### config.mk
export PLATFORM = sky130hd
export DESIGN_NAME = cbus_rr_arbiter
export DESIGN_NICKNAME = d
export VERILOG_FILES = /design/src/rtl/cbus_rr_arbiter.sv
export SDC_FILE = /design/constraint.sdc
export NUM_CORES = 1
export LEC_CHECK = 0
export CORE_AREA = 2 2 220 222
export DETAILED_ROUTE_END_ITERATION = 6
export DIE_AREA = 0 0 222 224
export DONT_BUFFER_PORTS = 1
export PLACE_DENSITY = 0.3
export SLEW_MARGIN = 20
export SYNTH_ARGS = -nofsm -noshare
export SYNTH_HDL_FRONTEND = slang
export SYNTH_SLANG_ARGS = --single-unit
### constraint.sdc
create_clock -name clk -period 1.8 [get_ports clk]
set_input_delay 0.45 -clock clk [delete_from_list [all_inputs] [get_ports clk]]
set_output_delay 0.45 -clock clk [all_outputs]
set_load 0.02 [all_outputs]
### src/rtl/cbus_rr_arbiter.sv
// CBus arbiter: grants one requester the shared cache bus and holds the grant for the whole burst.
// Define CBUS_ARB_RR_EN for round-robin arbitration; the default build uses fixed priority (requester 0 highest).

package cbus_pkg;

  typedef struct packed {
    logic        valid;
    logic        is_write;
    logic [2:0]  size;
    logic [31:0] addr;
    logic [3:0]  strobe;
    logic [31:0] data;
    logic [3:0]  len;     // burst length minus one
  } cbus_req_t;

  typedef struct packed {
    logic        ready;
    logic        last;
    logic [31:0] data;
  } cbus_resp_t;

endpackage

module cbus_rr_arbiter
  import cbus_pkg::*;
#(
  parameter  int NUM_INPUTS = 4,
  localparam int IDX_W      = $clog2(NUM_INPUTS)
) (
  input  logic                             clk,
  input  logic                             reset,
  input  cbus_req_t  [NUM_INPUTS-1:0]      ireqs,
  output cbus_resp_t [NUM_INPUTS-1:0]      iresps,
  output cbus_req_t                        oreq,
  input  cbus_resp_t                       oresp,
  output logic                             busy,
  output logic       [IDX_W-1:0]           grant_idx
);

  typedef enum logic {
    IDLE,
    BUSY
  } state_e;

  state_e           state_q;
  logic [IDX_W-1:0] grant_idx_q;
  logic             any_valid;
  logic [IDX_W-1:0] winner;

`ifdef CBUS_ARB_RR_EN
  logic [IDX_W-1:0] ptr_q;
  logic [IDX_W-1:0] scan_idx;

  // Scan from the farthest candidate back toward ptr+1 so the nearest valid one is written last and wins.
  always_comb begin
    // NOTE: every combinational output gets a default first, so no path leaves it unassigned (no latch).
    any_valid = 1'b0;
    winner    = '0;
    scan_idx  = '0;
    for (int k = NUM_INPUTS; k >= 1; k--) begin
      scan_idx = IDX_W'((int'(ptr_q) + k) % NUM_INPUTS);
      if (ireqs[scan_idx].valid) begin
        any_valid = 1'b1;
        winner    = scan_idx;
      end
    end
  end
`else
  // Lowest valid index wins; scanning downward leaves the lowest one as the final assignment.
  always_comb begin
    any_valid = 1'b0;
    winner    = '0;
    for (int i = NUM_INPUTS - 1; i >= 0; i--) begin
      if (ireqs[i].valid) begin
        any_valid = 1'b1;
        winner    = IDX_W'(i);
      end
    end
  end
`endif

  // NOTE: sequential state uses non-blocking assignments so every register samples pre-edge values.
  always_ff @(posedge clk) begin
    if (reset) begin
      state_q     <= IDLE;
      grant_idx_q <= '0;
`ifdef CBUS_ARB_RR_EN
      ptr_q       <= IDX_W'(NUM_INPUTS - 1);
`endif
    end else begin
      case (state_q)
        IDLE: begin
          if (any_valid) begin
            grant_idx_q <= winner;
            state_q     <= BUSY;
          end
        end
        BUSY: begin
          if (oresp.ready && oresp.last) begin
            state_q <= IDLE;
`ifdef CBUS_ARB_RR_EN
            ptr_q   <= grant_idx_q;
`endif
          end
        end
        default: state_q <= IDLE;
      endcase
    end
  end

  // While granted, the grantee is wired straight through; reset forces both sides quiet in the same cycle.
  always_comb begin
    oreq   = '0;
    iresps = '0;
    if (!reset && state_q == BUSY) begin
      oreq                = ireqs[grant_idx_q];
      iresps[grant_idx_q] = oresp;
    end
  end

  assign busy      = (state_q == BUSY);
  assign grant_idx = grant_idx_q;

  grant_in_range_a: assert property (@(posedge clk) disable iff (reset)
    busy |-> (int'(grant_idx_q) < NUM_INPUTS));

endmodule
==> metrics.txt, run 1 <==
1st-iter DRT viols=178; post-synth top area cell=mux4_2; area grow syn2layout=108%; CTS tree=yes; vias per cell=roughly 3.7; #FFs+latches synth=3; crit path kind=reg2out; number of max-cap violations=0; CTS clk-pin slew, worst paths=0.03 ns; Synthesized Nets=734; clk root buf=clkbuf_16; GRT Resource Usage Total=9.86%; FF-to-FF Start=grant_idx[0]$_SDFFE_PP0P_; final critical-path required period=roughly 2.2 ns; Die Area=about 50000 um2; via count=4128; predominant post-synthesis flop cell=dfxtp_1; pin count of the biggest net entering global routing=62; register area share after synthesis=about 1.7%; global placer's final weighted congestion=between 1 and 1.5; Final setup viols=213; failing checks=setup timing; R2R Setup Slk=about 0.71 ns; yosys warns=0; WL final=26300 um; port buffer count=0; clock tree sinks=3; crit end category=output port; Post-DP HPWL=19700 um; arrival time at the worst endpoint=1.71 ns; H-tree depth=1; Post-synth ARST share=0%; P per Cell Area=332 nW/um2; synthesized area=3460 um2; Least-Margin Pin Slew=0.394 ns; CP required=between 1 and 1.5 ns; hold path startpoint=reset; post-synth top area share=50.1%; Clock Path Buffers=2; core area=47300 um2; row count=80; slack of the critical path=-0.357 ns; unrepaired setup endpoints after global routing=true; grt total ovfl=0; RR Endpoint=grant_idx[0]$_SDFFE_PP0P_; status=complete, but fails checks; dpl ws=-0.319 ns; Synth Instances=390; maximum fanout along the worst path=8; Clk Latency, worst-skew pair=0.23 ns; I/O Pins=560; WL/cell=23.3 um; DRC=0; Tcrit/Tclk final=120%; post-layout instance area=7200 um2; total CTS buffers=3; VDD IR max=0.250 mV; antenna violations before repair=18; share of cells above drive strength 1=96.6%; hold_buf cts=0; Synth Area per Inst=roughly 8.9 um2; static leakage=0.00231 uW; Pre-Repair DR Iteration Count=4; Final Slew Violations=0; die height=224 um; FMAX=464 MHz; Final ANT Viol Nets=0; Post-synth EDFFs=0; Placed Area=5280 um2; CP Launch Type=flop; most frequent cell after synthesis=and2_1; hold path endpoint=grant_idx[1]$_SDFFE_PP0P_; Yosys cell types=23; Final #Nets=845; Synth area leaders=mux4_2 (50%), and2_1 (20%), nor2_1 (11%), buf_12 (4.0%), nand2_1 (3.7%); Die W=222 um; Initial Util=7.31%; vias in the first global route=4455; Clock Skew=0.00162 ns; Final Hold Viols=0; top post-synthesis cells by count=and2_1 (111), nor2_1 (105), mux4_2 (77), nand2_1 (34); Hold Crit Class=in2reg; Worst R2R Path Depth=5; Hold Path Depth=1; global-route wire length before repair=approximately 35000 um; relative slew slack=73.7%
report_power, final:
part           switching (uW)  leakage [uW]  internal, uW  total [uW]
sequential               9.87     0.0000267          71.5        81.4
combinational             971       0.00224           979        1950
clock                    66.0     0.0000382           293         359
metal layers:
metal / GRT usage [%] / wire (um) / vias to the layer above
met5: 0 / 77 / -
met1: 10.5 / 9030 / 2048
li1: - / - / 1625
met3: 3.03 / 2340 / 61
met4: 2.99 / 1040 / 12
met2: 18.6 / 13800 / 382
cell families after synthesis:
family | Yosys count | share of synthesized area [%]
AOI/OAI and AO/OA | 4 | 0.759
and+or+nand+nor | 260 | 37.1
buffers and inverters | 46 | 10.3
muxes | 77 | 50.1
DFF | 3 | 1.73
flip-flops by register name, indices dropped and copies added (netlist names):
register and cells:
grant_idx 2, busy 1
per-stage QoR:
step	setup TNS (ns)	hold WS [ns]	std cells	power, uW	utilization, %
floorplan	-6.41	0.518	390	1210	-
global placement	-30.44	0.528	1067	1450	11.2
detailed placement	-33.23	0.526	1067	1450	11.2
CTS	-55.20	0.296	1116	2480	15.2
global route	-58.49	0.304	1123	2500	15.2
finish	-46.58	0.297	1128	2390	15.2
worst max-delay path by stage:
stage / endpoint / slack [ns] / from
5_1_grt: oreq[43] / -0.41 / grant_idx[0]$_SDFFE_PP0P_
3_5_place_dp: oreq[43] / -0.32 / grant_idx[0]$_SDFFE_PP0P_
6_report: oreq[73] / -0.36 / grant_idx[0]$_SDFFE_PP0P_
2_1_floorplan: iresps[14] / -0.09 / grant_idx[0]$_SDFFE_PP0P_
4_1_cts: oreq[43] / -0.39 / grant_idx[0]$_SDFFE_PP0P_
3_3_place_gp: oreq[43] / -0.30 / grant_idx[0]$_SDFFE_PP0P_
repair_timing:
| action | 4_1_cts | 5_1_grt |
|---|---|---|
| setup buffers | 27 | 19 |
| gates cloned | 20 | 0 |
| endpoints found under the setup margin | 213 | 213 |
| resized for setup | 350 | 48 |
| pin swaps | 60 | 26 |
cells in the final DEF, fill, tap and decap left out:
| cell | Yosys | layout |
|---|---|---|
| nor3_1 | 2 | 2 |
| a311oi_1 | 1 | 1 |
| clkbuf_16 | 0 | 3 |
| buf_16 | 0 | 11 |
| buf_8 | 1 | 1 |
| nand2_2 | 0 | 25 |
| o21a_1 | 1 | 1 |
| or4_1 | 1 | 1 |
| and2b_4 | 0 | 2 |
| nand2_1 | 34 | 3 |
| a21oi_1 | 2 | 2 |
| dfxtp_4 | 0 | 3 |
| mux4_2 | 77 | 77 |
| and3_4 | 1 | 1 |
| buf_12 | 7 | 26 |
| and2_4 | 0 | 110 |
| nor2_4 | 0 | 101 |
| clkbuf_1 | 15 | 1 |
| nand2_4 | 0 | 6 |
| nor2_1 | 105 | 3 |
| diode_2 | 0 | 13 |
| buf_4 | 3 | 20 |
| and2_1 | 111 | 1 |
| nor2_2 | 0 | 1 |
| nand2b_4 | 0 | 2 |
| nor2b_1 | 1 | 1 |
| or2_4 | 0 | 1 |
| inv_1 | 1 | 1 |
| buf_6 | 4 | 92 |
| or2_2 | 1 | 1 |
worst max-delay path: stages, from the launching register on:
cell and delay, ns:
dfxtp_4 0.38, buf_6 0.19, buf_16 0.17, mux4_2 0.51, and2_4 0.20
final cells by class:
cell class,instances,area (um2)
fill,5291,40100
multi-input combinational,342,4220
timing repair buffer,150,2020
tap,615,769
clock buffer,4,78.8
sequential,3,71.3
antenna,13,32.5
inverter,1,3.75
(Power assumes the default switching activity.)
==> inputs of run 2 (changes only) <==
--- a/config.mk
+++ b/config.mk
@@ -6,6 +6,7 @@
 export NUM_CORES = 1
 export LEC_CHECK = 0
 export CORE_AREA = 2 2 220 222
+export CTS_CLUSTER_SIZE = 20
 export DETAILED_ROUTE_END_ITERATION = 6
 export DIE_AREA = 0 0 222 224
 export DONT_BUFFER_PORTS = 1
==> constraint.sdc (replaced) <==
create_clock -name clk -period 1.95 [get_ports clk]
set_input_delay 0.4875 -clock clk [delete_from_list [all_inputs] [get_ports clk]]
set_output_delay 0.4875 -clock clk [all_outputs]
set_load 0.02 [all_outputs]
==> metrics.txt, run 2 (synthesized netlist as in run 1, its figures left out) <==
NetSw=865 uW (-17%); hold_buf cts=0 (unchanged); crit path kind=reg2out; vias in the first global route=4021 (-9.7%); port buffer count=0 (unchanged); CP required=1.46 ns (+0.11 ns); most common cell after layout, fill and taps aside=and2_4; Clock Path Buffers=2 (unchanged); Pre-Repair DR Iteration Count=4 (unchanged); WL/cell=20.6 um (-11%); WL final=23500 um (-10%); Final ANT Viol Nets=0 (unchanged); R2R Setup Slk=0.94 ns (+0.23 ns); slack of the critical path=-0.225 ns (+0.132 ns); clk root buf=clkbuf_16; Clock Skew=0.000111 ns (-0.00151 ns); global-route wire length before repair=28600 um (-19%); 1st-iter DRT viols=208 (+17%); RR Endpoint=grant_idx[0]$_SDFFE_PP0P_; max reg flops=2 (unchanged); Hold Path Depth=1 (unchanged); Worst R2R Path Depth=4 (-1); dpl ws=-0.119 ns (+0.199 ns); Clk Latency, worst-skew pair=0.22 ns (about the same); non-filler cells, final=1143 (+1.3%); static leakage=0.00233 uW (+0.94%); internal cell power=1200 uW (-11%); Die Area=49700 um2 (unchanged); I/O Pins=560 (unchanged); Final Hold Viols=0 (unchanged); grt total ovfl=0 (unchanged); maximum fanout along the worst path=7 (-1); Least-Margin Pin Slew=0.283 ns (-0.111 ns); row count=80 (unchanged); CP Launch Type=flop; final critical-path required period=2.18 ns; FMAX=460 MHz; DRC=0 (unchanged); pin count of the biggest net entering global routing=44 (-29%); failing checks=setup timing; Fillers=5340 (+0.93%); Final Slew Violations=0 (unchanged); clock tree sinks=3 (unchanged); GRT Resource Usage Total=7.92% (-1.9 points); combinational power share=80.2% (-1.4 points); number of max-cap violations=0 (unchanged); FF-to-FF Start=busy$_SDFF_PP0_; Tcrit/Tclk final=112%; VDD IR max=0.172 mV (-31%); vias per cell=3.53 (-3.6%); unrepaired setup endpoints after global routing=true; Hold Crit Class=in2reg; crit end category=output port; H-tree depth=1 (unchanged); Initial Util=7.31% (unchanged); arrival time at the worst endpoint=1.69 ns (-0.02 ns); Clk pwr share=15.9% (+0.9 points); CTS tree=yes; share of cells above drive strength 1=83.2% (-13 points); Sequential Power Share=3.9% (+0.5 points); via count=4034 (-2.3%); hold path endpoint=grant_idx[1]$_SDFFE_PP0P_; area grow syn2layout=97.4%; core area=47300 um2 (unchanged); total CTS buffers=3 (unchanged); Switching Fraction=41.9% (-1.9 points); Die W=222 um (unchanged); CTS clk-pin slew, worst paths=0.03 ns (about the same); relative slew slack=81.1% (+7.3 points); Final setup viols=210 (-1.4%); Final #Nets=858 (+1.5%); most frequent cells in the layout=and2_4 (102), mux4_2 (77), buf_6 (69); antenna violations before repair=17 (-1); cell count after placement=1095 (+2.6%); die height=224 um (unchanged); hold path startpoint=reset; status=complete, but fails checks; Post-DP HPWL=18300 um (-7.0%); global placer's final weighted congestion=0.990 (-10%); P per Cell Area=302 nW/um2 (-9.0%)
[run 2: changes by cell type in the layout (fill, tap and decap cells not counted), moves of 8 or more]
| cell | before | now |
|---|---|---|
| and2_2 | 0 | 9 |
| and2_4 | 110 | 102 |
| buf_4 | 20 | 52 |
| buf_6 | 92 | 69 |
| clkbuf_16 | 3 | 16 |
| nand2_1 | 3 | 32 |
| nand2_2 | 25 | 2 |
| nor2_1 | 3 | 43 |
| nor2_4 | 101 | 55 |
[run 2: metrics by stage]
stage                     hold slack [ns]  utilization, %  total power, uW  setup TNS, ns  instance area [um2]
after floorplan                     0.558               -              967              0                 3470
after global placement              0.570            10.8             1220          -1.38                 5110
after detailed placement            0.565            10.8             1220          -1.49                 5110
after CTS                           0.333            12.0             1760         -26.63                 5680
after global routing                0.334            14.4             2170         -40.23                 6830
final                               0.335            14.4             2070         -24.55                 6830
[run 2: worst max-delay path by stage]
stage	from	endpoint	slack [ns]	depth (start not counted)
after floorplan	reset	iresps[10]	0.003	5
after global placement	grant_idx[0]$_SDFFE_PP0P_	oreq[36]	-0.11	3
after detailed placement	grant_idx[0]$_SDFFE_PP0P_	oreq[36]	-0.12	3
after CTS	grant_idx[0]$_SDFFE_PP0P_	oreq[69]	-0.28	4
after global routing	grant_idx[0]$_SDFFE_PP0P_	oreq[36]	-0.28	4
final	grant_idx[0]$_SDFFE_PP0P_	oreq[21]	-0.23	4
[run 2: cell type report]
| class | instances | area [um2] | area share [%] |
|---|---|---|---|
| tap | 615 | 769 | 11.3 |
| sequential | 3 | 67.6 | 0.989 |
| inverter | 1 | 3.75 | 0.0549 |
| clock buffer | 4 | 78.8 | 1.15 |
| multi-input combinational | 341 | 3770 | 55.1 |
| timing repair buffer | 164 | 2110 | 30.9 |
| antenna | 15 | 37.5 | 0.549 |
[run 2: routing by layer]
layer | GRT usage [%] | up-vias | routed length [um]
li1 | - | 1642 | -
met1 | 7.86 | 1977 | 7820
met5 | 0 | - | 7
met3 | 3.11 | 46 | 2330
met2 | 14.4 | 367 | 12400
met4 | 3.95 | 2 | 1020
[run 2: what timing repair did]
action                                 in CTS  in global routing
cloned                                      4                 14
setup endpoints to repair                 213                213
setup buffers                               7                  6
pin swaps                                   8                 25
endpoints found under the hold margin       0                  0
gates resized for setup                   192                241
[run 2: power groups by stage]
stage               clock (uW)  combinational (uW)  sequential [uW]
floorplan                    0                 889             77.4
global placement             0                1140             83.9
detailed placement           0                1130             84.3
CTS                        339                1340             81.6
global route               349                1730             84.0
finish                     329                1660             80.2
[run 2: critical path, cell delays in order (launching register included)]
cell and delay [ns]:
dfxtp_4 0.41, buf_8 0.16, buf_16 0.14, mux4_2 0.55, and2_4 0.19
==> inputs of run 3 (changes only) <==
--- a/config.mk
+++ b/config.mk
@@ -5,12 +5,13 @@
 export SDC_FILE = /design/constraint.sdc
 export NUM_CORES = 1
 export LEC_CHECK = 0
-export CORE_AREA = 2 2 220 222
+export CORE_AREA = 2 2 216 218
 export CTS_CLUSTER_SIZE = 20
 export DETAILED_ROUTE_END_ITERATION = 6
-export DIE_AREA = 0 0 222 224
+export DIE_AREA = 0 0 218 220
 export DONT_BUFFER_PORTS = 1
 export PLACE_DENSITY = 0.3
+export SKIP_CTS_REPAIR_TIMING = 1
 export SLEW_MARGIN = 20
 export SYNTH_ARGS = -nofsm -noshare
 export SYNTH_HDL_FRONTEND = slang
==> metrics.txt, run 3 (synthesized netlist as in run 1, its figures left out) <==
WL final=24400 um (+3.5%); antenna violations before repair=15 (-2); CP Launch Type=flop; global-route wire length before repair=26600 um (-6.7%); Final TNS setup=-30.99 ns (-6.44 ns); 1st-iter DRT viols=224 (+7.7%); worst-path cell chain=buf_12, clkbuf_16, mux4_2, and2_4; slack of the critical path=-0.273 ns (-0.0481 ns); maximum fanout along the worst path=6 (-1); port buffer count=0 (unchanged); static leakage=0.00222 uW (-4.8%); Least-Margin Pin Slew=0.696 ns (+0.412 ns); hold path endpoint=busy$_SDFF_PP0_; VDD IR max=0.149 mV (-13%); share of cells above drive strength 1=78.8% (-4.4 points); FF-to-FF Start=grant_idx[0]$_SDFFE_PP0P_; dpl ws=-0.139 ns (-0.0198 ns); Worst R2R Path Depth=8 (+4); Post-DP HPWL=18500 um (+1.3%); CTS clk-pin slew, worst paths=0.04 ns (about the same); unrepaired setup endpoints after global routing=true; clock tree sinks=3 (unchanged); Worst path slowest cell=mux4_2; area grow syn2layout=87.4%; Final ANT Viol Nets=0 (unchanged); grt total ovfl=0 (unchanged); clk root buf=clkbuf_16; Pre-Repair DR Iteration Count=4 (unchanged); max incr delay on CP=0.55 ns (about the same); Hold Path Depth=1 (unchanged); most frequent cells in the layout=and2_4 (95), mux4_2 (77), buf_4 (66); Overall Power=1960 uW (-5.0%); failing checks=setup timing; row count=79 (-1.3%); Clk Latency, worst-skew pair=0.24 ns (+0.02 ns); crit path kind=reg2out; number of max-cap violations=0 (unchanged); GRT Resource Usage Total=7.69% (-0.23 points); Initial Util=7.55% (+0.24 points); Final setup viols=211 (+0.48%); vias in the first global route=3598 (-11%); arrival time at the worst endpoint=1.74 ns (+0.05 ns); relative slew slack=53.3% (-28 points); Tcrit/Tclk final=114% (+2.5 points); Die Area=48000 um2 (-3.6%); core area=45900 um2 (-3.1%); CP required=1.46 ns (about the same); crit end category=output port; DRC=0 (unchanged); Die W=218 um (-1.8%); vias per cell=3.54 (+0.31%); Hold Crit Class=in2reg; FMAX=450 MHz (-2.2%); most common cell after layout, fill and taps aside=and2_4; P per Cell Area=302 nW/um2 (about the same); R2R Setup Slk=0.14 ns (-0.80 ns); max reg flops=2 (unchanged); Final Util=14.1% (-0.29 points); final critical-path required period=2.22 ns (+0.0481 ns); WL/cell=21.6 um (+5.0%); Final #Nets=855 (-0.35%); total CTS buffers=3 (unchanged); Final Hold Viols=0 (unchanged); RR Endpoint=grant_idx[0]$_SDFFE_PP0P_; I/O Pins=560 (unchanged); via count=3990 (-1.1%); die height=220 um (-1.8%); status=complete, but fails checks; crit path from=grant_idx[0]$_SDFFE_PP0P_; pin count of the biggest net entering global routing=52 (+18%); Final Slew Violations=0 (unchanged); CTS tree=yes; global placer's final weighted congestion=0.994 (+0.41%); H-tree depth=1 (unchanged); Fillers=5263 (-1.4%); hold path startpoint=reset; Clock Skew=0.0108 ns (+0.0107 ns); Clock Path Buffers=2 (unchanged)
-- run 3: worst max-delay path, delay by kind of cell, from the launching register on --
kind	cells	cell delay (ns)
flip-flops	1	0.38
multiplexers	1	0.55
buffers and inverters	2	0.33
AND/OR/NAND/NOR	1	0.21
-- run 3: area by class of cell --
type / instances / area (um2) / area share [%]
Timing Repair Buffer: 161 / 1910 / 29.5
Sequential cell: 3 / 67.6 / 1.04
Tap cell: 607 / 759 / 11.7
Multi-Input combinational cell: 341 / 3640 / 56.1
Antenna cell: 10 / 25.0 / 0.386
Inverter: 1 / 3.75 / 0.0579
Clock buffer: 4 / 78.8 / 1.22
-- run 3: metal layers --
layer  wire [um]  share of wire [%]  track usage (%)
met3        2280                9.3             2.42
met2       12400                 51             13.0
met4         620                2.5             2.56
met5         100               0.41                0
met1        9000                 37             9.17
-- run 3: worst max-delay path by stage --
stage               slack [ns]  depth (start not counted)          to
floorplan                0.003                          5  iresps[10]
global placement         -0.12                          3    oreq[13]
detailed placement       -0.14                          3    oreq[13]
CTS                      -0.41                          3    oreq[13]
global route             -0.32                          4    oreq[45]
finish                   -0.27                          4     oreq[5]
-- run 3: per-stage QoR --
step / hold WS (ns) / area (um2) / cells
floorplan: 0.558 / 3470 / 390
global placement: 0.562 / 5010 / 1083
detailed placement: 0.562 / 5010 / 1083
CTS: 0.300 / 5090 / 1087
global route: 0.303 / 6480 / 1124
finish: 0.319 / 6490 / 1127
-- run 3: power by group --
part | switching [uW] | internal, uW | leakage, uW
Combinational | 755 | 768 | 0.00215
Sequential | 10.3 | 66.1 | 0.0000263
Clock | 88.2 | 273 | 0.0000382
Total | 854 | 1110 | 0.00222
